File: src/rtl/alu_issue_stage.sv
// alu_issue_stage: decodes an RV32I/Zicsr instruction and its register
// operands into ALU operand A, operand B and an op select. The result is
// presented through a registered valid/ready output stage that has a
// one-entry skid register, so in_ready comes straight from a flop.
// Optional build macro: ALU_ISSUE_BYPASS_EN adds a forwarding port
// (fwd_valid/fwd_rd/fwd_data) that overrides rs1_data/rs2_data at accept.
module alu_issue_stage #(
  parameter int         WIDTH       = 32,   // only 32 is supported
  parameter logic [3:0] ILLEGAL_SEL = 4'hF
) (
  input  logic             clk,
  input  logic             rst,
  input  logic             flush,
  input  logic             in_valid,
  output logic             in_ready,
  input  logic [31:0]      inst_in,
  input  logic [WIDTH-1:0] pc_in,
  input  logic [WIDTH-1:0] rs1_data,
  input  logic [WIDTH-1:0] rs2_data,
`ifdef ALU_ISSUE_BYPASS_EN
  input  logic             fwd_valid,
  input  logic [4:0]       fwd_rd,
  input  logic [WIDTH-1:0] fwd_data,
`endif
  output logic             out_valid,
  input  logic             out_ready,
  output logic [WIDTH-1:0] alu_a,
  output logic [WIDTH-1:0] alu_b,
  output logic [3:0]       alu_sel,
  output logic             out_illegal,
  output logic [4:0]       out_rd
);

  localparam logic [3:0] SEL_ADD  = 4'd0;
  localparam logic [3:0] SEL_SUB  = 4'd1;
  localparam logic [3:0] SEL_AND  = 4'd2;
  localparam logic [3:0] SEL_OR   = 4'd3;
  localparam logic [3:0] SEL_XOR  = 4'd4;
  localparam logic [3:0] SEL_SLL  = 4'd5;
  localparam logic [3:0] SEL_SLT  = 4'd6;
  localparam logic [3:0] SEL_SLTU = 4'd7;
  localparam logic [3:0] SEL_SRA  = 4'd8;
  localparam logic [3:0] SEL_SRL  = 4'd9;
  localparam logic [3:0] SEL_PASS = 4'd10;
  localparam logic [3:0] SEL_CSR  = 4'd11;

  localparam logic [6:0] OPC_OP     = 7'b0110011;
  localparam logic [6:0] OPC_OPIMM  = 7'b0010011;
  localparam logic [6:0] OPC_LOAD   = 7'b0000011;
  localparam logic [6:0] OPC_STORE  = 7'b0100011;
  localparam logic [6:0] OPC_BRANCH = 7'b1100011;
  localparam logic [6:0] OPC_JAL    = 7'b1101111;
  localparam logic [6:0] OPC_JALR   = 7'b1100111;
  localparam logic [6:0] OPC_LUI    = 7'b0110111;
  localparam logic [6:0] OPC_AUIPC  = 7'b0010111;
  localparam logic [6:0] OPC_SYSTEM = 7'b1110011;

  typedef struct packed {
    logic [WIDTH-1:0] a;
    logic [WIDTH-1:0] b;
    logic [3:0]       sel;
    logic             ill;
    logic [4:0]       rd;
  } entry_t;

  logic [6:0]       opcode;
  logic [2:0]       funct3;
  logic [WIDTH-1:0] imm_i, imm_s, imm_b, imm_u, imm_j, shamt, uimm;
  logic [WIDTH-1:0] rs1_eff, rs2_eff;
  entry_t           new_entry;

  entry_t main_q, main_d, skid_q;
  logic   main_vld_q, main_vld_d;
  logic   skid_vld_q, skid_vld_d;
  logic   accept, drain, main_load, skid_load;

  assign opcode = inst_in[6:0];
  assign funct3 = inst_in[14:12];
  assign imm_i  = {{20{inst_in[31]}}, inst_in[31:20]};
  assign imm_s  = {{20{inst_in[31]}}, inst_in[31:25], inst_in[11:7]};
  assign imm_b  = {{19{inst_in[31]}}, inst_in[31], inst_in[7], inst_in[30:25],
                   inst_in[11:8], 1'b0};
  assign imm_u  = {inst_in[31:12], 12'b0};
  assign imm_j  = {{11{inst_in[31]}}, inst_in[31], inst_in[19:12], inst_in[20],
                   inst_in[30:21], 1'b0};
  assign shamt  = {27'b0, inst_in[24:20]};
  assign uimm   = {27'b0, inst_in[19:15]};

`ifdef ALU_ISSUE_BYPASS_EN
  // A younger result still in flight overrides the stale register-file read;
  // x0 is never forwarded.
  assign rs1_eff = (fwd_valid && (fwd_rd != 5'd0) && (fwd_rd == inst_in[19:15]))
                   ? fwd_data : rs1_data;
  assign rs2_eff = (fwd_valid && (fwd_rd != 5'd0) && (fwd_rd == inst_in[24:20]))
                   ? fwd_data : rs2_data;
`else
  assign rs1_eff = rs1_data;
  assign rs2_eff = rs2_data;
`endif

  // Instruction decode into operands and op select; unknown encodings fall
  // through to the illegal defaults.
  always_comb begin
    new_entry     = '0;
    new_entry.sel = ILLEGAL_SEL;
    new_entry.ill = 1'b1;
    new_entry.rd  = inst_in[11:7];
    case (opcode)
      OPC_OP: begin
        new_entry.ill = 1'b0;
        new_entry.a   = rs1_eff;
        new_entry.b   = rs2_eff;
        case (funct3)
          3'b000:  new_entry.sel = inst_in[30] ? SEL_SUB : SEL_ADD;
          3'b001:  new_entry.sel = SEL_SLL;
          3'b010:  new_entry.sel = SEL_SLT;
          3'b011:  new_entry.sel = SEL_SLTU;
          3'b100:  new_entry.sel = SEL_XOR;
          3'b101:  new_entry.sel = inst_in[30] ? SEL_SRA : SEL_SRL;
          3'b110:  new_entry.sel = SEL_OR;
          default: new_entry.sel = SEL_AND;
        endcase
      end
      OPC_OPIMM: begin
        // Immediate forms have no SUB: inst[30] is an immediate bit for ADDI.
        new_entry.ill = 1'b0;
        new_entry.a   = rs1_eff;
        new_entry.b   = imm_i;
        case (funct3)
          3'b000:  new_entry.sel = SEL_ADD;
          3'b001: begin
            new_entry.sel = SEL_SLL;
            new_entry.b   = shamt;
          end
          3'b010:  new_entry.sel = SEL_SLT;
          3'b011:  new_entry.sel = SEL_SLTU;
          3'b100:  new_entry.sel = SEL_XOR;
          3'b101: begin
            new_entry.sel = inst_in[30] ? SEL_SRA : SEL_SRL;
            new_entry.b   = shamt;
          end
          3'b110:  new_entry.sel = SEL_OR;
          default: new_entry.sel = SEL_AND;
        endcase
      end
      OPC_LOAD: begin
        if (funct3 != 3'b011 && funct3 != 3'b110 && funct3 != 3'b111) begin
          new_entry.ill = 1'b0;
          new_entry.sel = SEL_ADD;
          new_entry.a   = rs1_eff;
          new_entry.b   = imm_i;
        end
      end
      OPC_STORE: begin
        if (!funct3[2] && funct3 != 3'b011) begin
          new_entry.ill = 1'b0;
          new_entry.sel = SEL_ADD;
          new_entry.a   = rs1_eff;
          new_entry.b   = imm_s;
        end
      end
      OPC_BRANCH: begin
        if (funct3[2:1] != 2'b01) begin
          new_entry.ill = 1'b0;
          new_entry.sel = SEL_ADD;
          new_entry.a   = pc_in;
          new_entry.b   = imm_b;
        end
      end
      OPC_JAL: begin
        new_entry.ill = 1'b0;
        new_entry.sel = SEL_ADD;
        new_entry.a   = pc_in;
        new_entry.b   = imm_j;
      end
      OPC_JALR: begin
        if (funct3 == 3'b000) begin
          new_entry.ill = 1'b0;
          new_entry.sel = SEL_ADD;
          new_entry.a   = rs1_eff;
          new_entry.b   = imm_i;
        end
      end
      OPC_LUI: begin
        new_entry.ill = 1'b0;
        new_entry.sel = SEL_PASS;
        new_entry.b   = imm_u;
      end
      OPC_AUIPC: begin
        new_entry.ill = 1'b0;
        new_entry.sel = SEL_ADD;
        new_entry.a   = pc_in;
        new_entry.b   = imm_u;
      end
      OPC_SYSTEM: begin
        // Only the six CSR forms; ECALL/EBREAK and funct3=100 are illegal here.
        if (funct3[1:0] != 2'b00) begin
          new_entry.ill = 1'b0;
          new_entry.sel = SEL_CSR;
          new_entry.a   = funct3[2] ? uimm : rs1_eff;
        end
      end
      default: ;
    endcase
  end

  // Skid-buffer control: in_ready is a pure function of the skid flop, so
  // accept never depends combinationally on out_ready.
  assign in_ready  = !skid_vld_q;
  assign accept    = in_valid && in_ready && !flush;
  assign drain     = main_vld_q && out_ready;
  // main reloads from skid when it drains, or takes the new entry when it is
  // free or draining with an empty skid; skid only fills on a stalled main.
  assign main_load = !flush && ((drain && skid_vld_q) ||
                                (accept && (!main_vld_q || drain)));
  assign skid_load = !flush && accept && main_vld_q && !drain;
  assign main_d    = skid_vld_q ? skid_q : new_entry;

  // Next-state for the two occupancy flags.
  always_comb begin
    main_vld_d = main_vld_q;
    skid_vld_d = skid_vld_q;
    if (drain && skid_vld_q) begin
      main_vld_d = 1'b1;
      skid_vld_d = 1'b0;
    end else if (drain) begin
      main_vld_d = accept;
    end else if (accept && !main_vld_q) begin
      main_vld_d = 1'b1;
    end else if (accept) begin
      skid_vld_d = 1'b1;
    end
  end

  // Occupancy flags; flush and reset both empty the stage.
  always_ff @(posedge clk) begin
    if (rst || flush) begin
      main_vld_q <= 1'b0;
      skid_vld_q <= 1'b0;
    end else begin
      main_vld_q <= main_vld_d;
      skid_vld_q <= skid_vld_d;
    end
  end

  // Output (main) data register; holds while stalled, cleared only by reset.
  always_ff @(posedge clk) begin
    if (rst) begin
      main_q.a   <= '0;
      main_q.b   <= '0;
      main_q.sel <= ILLEGAL_SEL;
      main_q.ill <= 1'b0;
      main_q.rd  <= '0;
    end else if (main_load) begin
      main_q <= main_d;
    end
  end

  // Skid data register; contents are only meaningful while skid_vld_q is set.
  always_ff @(posedge clk) begin
    if (skid_load) begin
      skid_q <= new_entry;
    end
  end

  assign out_valid   = main_vld_q;
  assign alu_a       = main_q.a;
  assign alu_b       = main_q.b;
  assign alu_sel     = main_q.sel;
  assign out_illegal = main_q.ill;
  assign out_rd      = main_q.rd;

endmodule

File: config.mk
export PLATFORM = sky130hd
export DESIGN_NAME = alu_issue_stage
export DESIGN_NICKNAME = d
export VERILOG_FILES = /design/src/rtl/alu_issue_stage.sv
export SDC_FILE = /design/constraint.sdc
export NUM_CORES = 1
export LEC_CHECK = 0
export ABC_AREA = 1
export BUFFER_PORTS_ARGS = -buffer_cell sky130_fd_sc_hd__buf_2
export CAP_MARGIN = 20
export CORE_MARGIN = 2
export CORE_UTILIZATION = 40
export CTS_CLUSTER_SIZE = 30
export DETAILED_ROUTE_END_ITERATION = 8
export GPL_TIMING_DRIVEN = 1
export HOLD_SLACK_MARGIN = 0.15
export SYNTH_ARGS = -nofsm -noshare
export SYNTH_HDL_FRONTEND = slang
export SYNTH_SLANG_ARGS = --single-unit
File: constraint.sdc
create_clock -name clk -period 5.12 [get_ports clk]
set_clock_uncertainty 0.1 [all_clocks]
set_input_delay 0.256 -clock clk [delete_from_list [all_inputs] [get_ports clk]]
set_output_delay 0.256 -clock clk [all_outputs]
set_load 0.01 [all_outputs]
-- After elaboration in Yosys (flattened, before gate mapping)
Index checks and enable logic that the tools add are counted.
- input bits: 133
- logic and storage cells: 83
- flip-flop bits (word level): 150
- output and inout port bits: 76
- reductions and logical operators: 30
- mux-type cells: 19
- bitwise gates (word level): 2
- eq/ne operators: 20
- operators with widths (cell ; count):
    $mux W69 ; 4
    $pmux W32 S8 ; 1
    $pmux W32 S7 ; 1
    $mux W32 ; 3
    $mux W74 ; 1
    $pmux W4 S7 ; 2
    $pmux W5 S9 ; 1
    $eq A7 B7 Y1 const B ; 4
    $eq A7 B6 Y1 const B ; 3
    $eq A7 B5 Y1 const B ; 2
    $logic_and A1 B1 Y1 ; 13
    $reduce_or A2 Y1 ; 5
    $eq A3 B3 Y1 const B ; 3
    $eq A7 B2 Y1 const B ; 1
    $eq A3 B2 Y1 const B ; 2
    $ne A3 B3 Y1 const B ; 2
    $logic_not A1 Y1 ; 5
    $mux W1 ; 5
    $mux W4 ; 1
    $eq A3 B1 Y1 const B ; 1
    $logic_not A3 Y1 ; 1
    $logic_or A1 B1 Y1 ; 3
    $ne A3 B2 Y1 const B ; 1
    $reduce_and A3 Y1 ; 1
    other kinds (4) ; 5

-- Logic depth before layout (Yosys ltp)
- word-level depth: 7
- gate-level depth with buffers: 12
- gate-level depth less buffers: 11

-- Worst setup path after synthesis
No wires, ideal clock.
- path type: reg-to-reg
- from: reg main_vld_q (netlist: out_valid)
- to: reg skid_vld_q
- cell stages (with the launch flop): 7
- period minus slack after synthesis: 4347 ps
- setup time: 90 ps
- data required time: 4930 ps
- path slack: 773 ps
- buffers on the path: 0
- arrival time: 4158 ps
- path through: dfxtp_1 -> inv_1 -> nor2_1 -> inv_1 -> nor2_1 -> o21ai_0 -> nor3_1
- longest elaborated chain between the ends: 4
- elaborated cells between the ends (all ways): 8
- those cells by class: bitwise (2); reduce/logical (6)
- RTL lines (element ; line ; RTL):
    start: declaration ; 73 ; logic main_vld_q, main_vld_d;
    start signal: assignment ; 241 ; main_vld_q <= main_vld_d;
    $logic_not A1 Y1 ; 228 ; end else if (accept && !main_vld_q) begin
    $logic_and A1 B1 Y1 ; 228 ;
    $not A1 Y1 (no line) ; -- ;
    $reduce_and A3 Y1 (no line) ; -- ;
    end signal: assignment ; 242 ; skid_vld_q <= skid_vld_d;
    end: declaration ; 74 ; logic skid_vld_q, skid_vld_d;
Parallel ways exist; a longest one is shown, timed or not.
A chain may end at the register's enable or synchronous reset.

==> key figures <==
Critical path
  • Crit-path cells: buf_2 -> inv_1 -> nand3_4 -> inv_2 -> nand2_1 -> nand2_2 -> nand2_1 -> nand2_1 -> nor2_1 -> nand2_1 -> dlygate4sd3_1
  • Worst Path Required: roughly 5.3 ns
  • Crit-path leading delay family: buffers and inverters
  • Arr. time, crit path: between 3 and 4 ns
  • CP max FO: 52
  • Crit end category: flip-flop
  • Worst setup SP type: primary input
  • CP bufs+invs: 4
  • CP max stage delay: between 0.7 and 0.8 ns
  • Critical path type: primary input to flip-flop
  • Critical Path Slowest Stage Cell: inv_2
  • Cell mode on critical path: nand2_1

STA
  • Final Max Slew Viols: 0
  • Final Setup Violations: 0
  • Hold Fails Final Rpt: 0
  • Period utilization: 56.8%
  • Max Freq: around 340 MHz
  • Fin crit period: about 2.9 ns
  • Worst-margin pin slew: approximately 1.1 ns
  • Max-slew headroom at the worst pin: around 30%
  • Fin Setup TNS: 0 ns
  • RSZ-0062 raised after global routing: false

Outcome
  • Outcome: complete, no violations

Placed design
  • Port buffer count: 208
  • Dpl cells: around 1700
  • Routability cong.: between 0.8 and 0.9
  • Area after DPL: 9940 sq um
  • HPWL Detailed: about 20000 um

Clock tree
  • Root Buffer: clkbuf_16
  • Clk buf depth: 2
  • Clk_lat worst skew: between 0.4 and 0.5 ns
  • Hold Buf Count CTS: 96
  • CTS Buf Count: 17
  • Post-CTS sizing: 0
  • TritonCTS clock tree: built
  • Clock transition at path regs: roughly 0.06 ns
  • Post-CTS setup buffer count: 0
  • TritonCTS Sinks: 150
  • H-tree levels: 4

Synth
  • Sequential fraction of the synthesis area: 41.9%
  • Synth cell types: 29
  • #FFs+latches synth: 150
  • Post-Synthesis Cell Area: approximately 8900 sq um
  • Avg Inst Size Synth: just under 7 sq um
  • Syn. warnings: 0
  • Syn Inst Count: ~1300
  • Syn Nets: between 1000 and 1500

Global route
  • Largest net degree at the start of global routing: 80
  • All-Layer GR Usage: a little over a quarter
  • Vias in the first global route: about 9400
  • Antenna violations before repair: 6
  • Gr ovfl total: 0
  • First-pass GRT wire length: just over 50000 um

Routing
  • Vias per inst: around 5.4
  • DR iter-0 viols: between 800 and 900
  • DRC: 0
  • WL per Instance: roughly 17 um
  • DRT Wirelength: ~32000 um
  • Via Count: 9961
  • Routed Antenna Nets: 0
  • Pre-antenna DRT Iters: 5

Run
  • Max Cap Violations: 0

Layout
  • Area Growth Syn to Fin: 29.3%
  • Cell Count, Final, Fillers Out: 1856
  • Nets: approximately 1700
  • Layout cells sized above 1: between 10% and 20%
  • FILL cells: about 2200
  • Design area: roughly 12000 sq um

Power
  • Peak supply drop: about 0.00019 V
  • Power Density: between 200 and 300 nW/um^2
  • Static Leak: around 5.9 nW

Floorplanning
  • Die footprint: 23600 sq um
  • Std-Cell Core Area: between 20000 and 25000 sq um
  • Die W: ~150 um
  • Ports: 209
  • Die height: 153 um
  • Initial core utilization: just over 40%
  • FP Rows: 54

Worst hold path
  • Worst hold path type: primary input to flip-flop
[layer usage]
metal	wire length (um)	vias to the layer above	global-route usage (%)
met5	0	-	0
met4	673	0	9.44
met3	2450	43	5.10
met2	14900	406	42.4
met1	14000	4651	36.4
li1	-	4861	-
[cells by family after synthesis]
family,share of synthesized area [%]
AOI/OAI and AO/OA,12.8
buffers and inverters,6.55
DFF,41.9
and+or+nand+nor,38.7
[final timing paths]
check	start	endpoint	slack [ns]	cells after the start
max	inst_in[4]	skid_q[42]	2.21	11
min	rs2_data[19]	skid_q[29]	0.16	5
max reg2reg	skid_vld_q	alu_a[2]	2.31	7
min reg2reg	alu_sel[3]	alu_sel[3]	0.37	2
[metrics by stage]
stage / worst slack [ns] / power, mW / util, % / hold slack, ns
CTS: 2.27 / 3.04 / 52.7 / 0.155
global route: 2.03 / 3.13 / 52.7 / 0.165
finish: 2.21 / 3.02 / 52.8 / 0.159
global placement: 2.08 / 1.62 / 45.4 / 0.348
detailed placement: 2.05 / 1.63 / 45.4 / 0.355
floorplan: 0.773 / 1.48 / - / 0.228
[cell usage in the layout, fill, tap and decap left out, drive strengths merged]
cell type    count
nand2          522
buf            217
nor2           157
a21oi          142
dlygate4sd3     96
nand3           94
o21ai           79
dfxtp           76
edfxtp          74
nand4           45
inv             30
clkbuf          19
diode            7
a31oi            5
clkinv           5
bufinv           4
and2             1
or2              1
a311oi           1
nor3             1
[flip-flops by register name, indices dropped and copies added (netlist names)]
name,flops
skid_q,74
alu_a,32
alu_b,32
out_rd,5
alu_sel,4
out_illegal,1
out_valid,1
skid_vld_q,1
[cells in the mapped netlist (all sizes together)]
cell type | instances | area share (%)
a21oi | 142 | 8.0
a311oi | 1 | 0.098
a31oi | 5 | 0.35
and2 | 1 | 0.070
buf | 57 | 3.8
clkbuf | 40 | 1.7
dfxtp | 76 | 17
edfxtp | 74 | 25
inv | 26 | 1.1
nand2 | 522 | 22
nand3 | 94 | 5.8
nand4 | 45 | 3.1
nor2 | 157 | 7.2
nor3 | 1 | 0.056
o21ai | 79 | 4.4
or2 | 1 | 0.070
[worst min-delay path, stage by stage]
cell and delay, ns:
buf_2 0.08, nand2_1 0.06, nand2_1 0.07, nor2_1 0.04
nand2_1 0.08
[power by group]
group	total, mW	internal, mW	leakage (nW)	switching, mW
clock network	1.37	0.837	0.311	0.534
logic	0.352	0.139	4.13	0.213
registers	1.30	1.28	1.43	0.0176
total	3.02	2.26	5.88	0.765
[final cells by class]
| class | instances | area [sq um] | share of cell area (%) |
|---|---|---|---|
| multi-input cells | 1048 | 4620 | 40.0 |
| flip-flops and latches | 150 | 3740 | 32.4 |
| repair buffers | 313 | 2080 | 18.0 |
| clock buffers | 19 | 443 | 3.83 |
| well taps | 280 | 350 | 3.03 |
| clock inverters | 13 | 194 | 1.68 |
| inverters | 26 | 100 | 0.866 |
| diodes | 7 | 17.5 | 0.152 |
(Power assumes the default switching activity.)
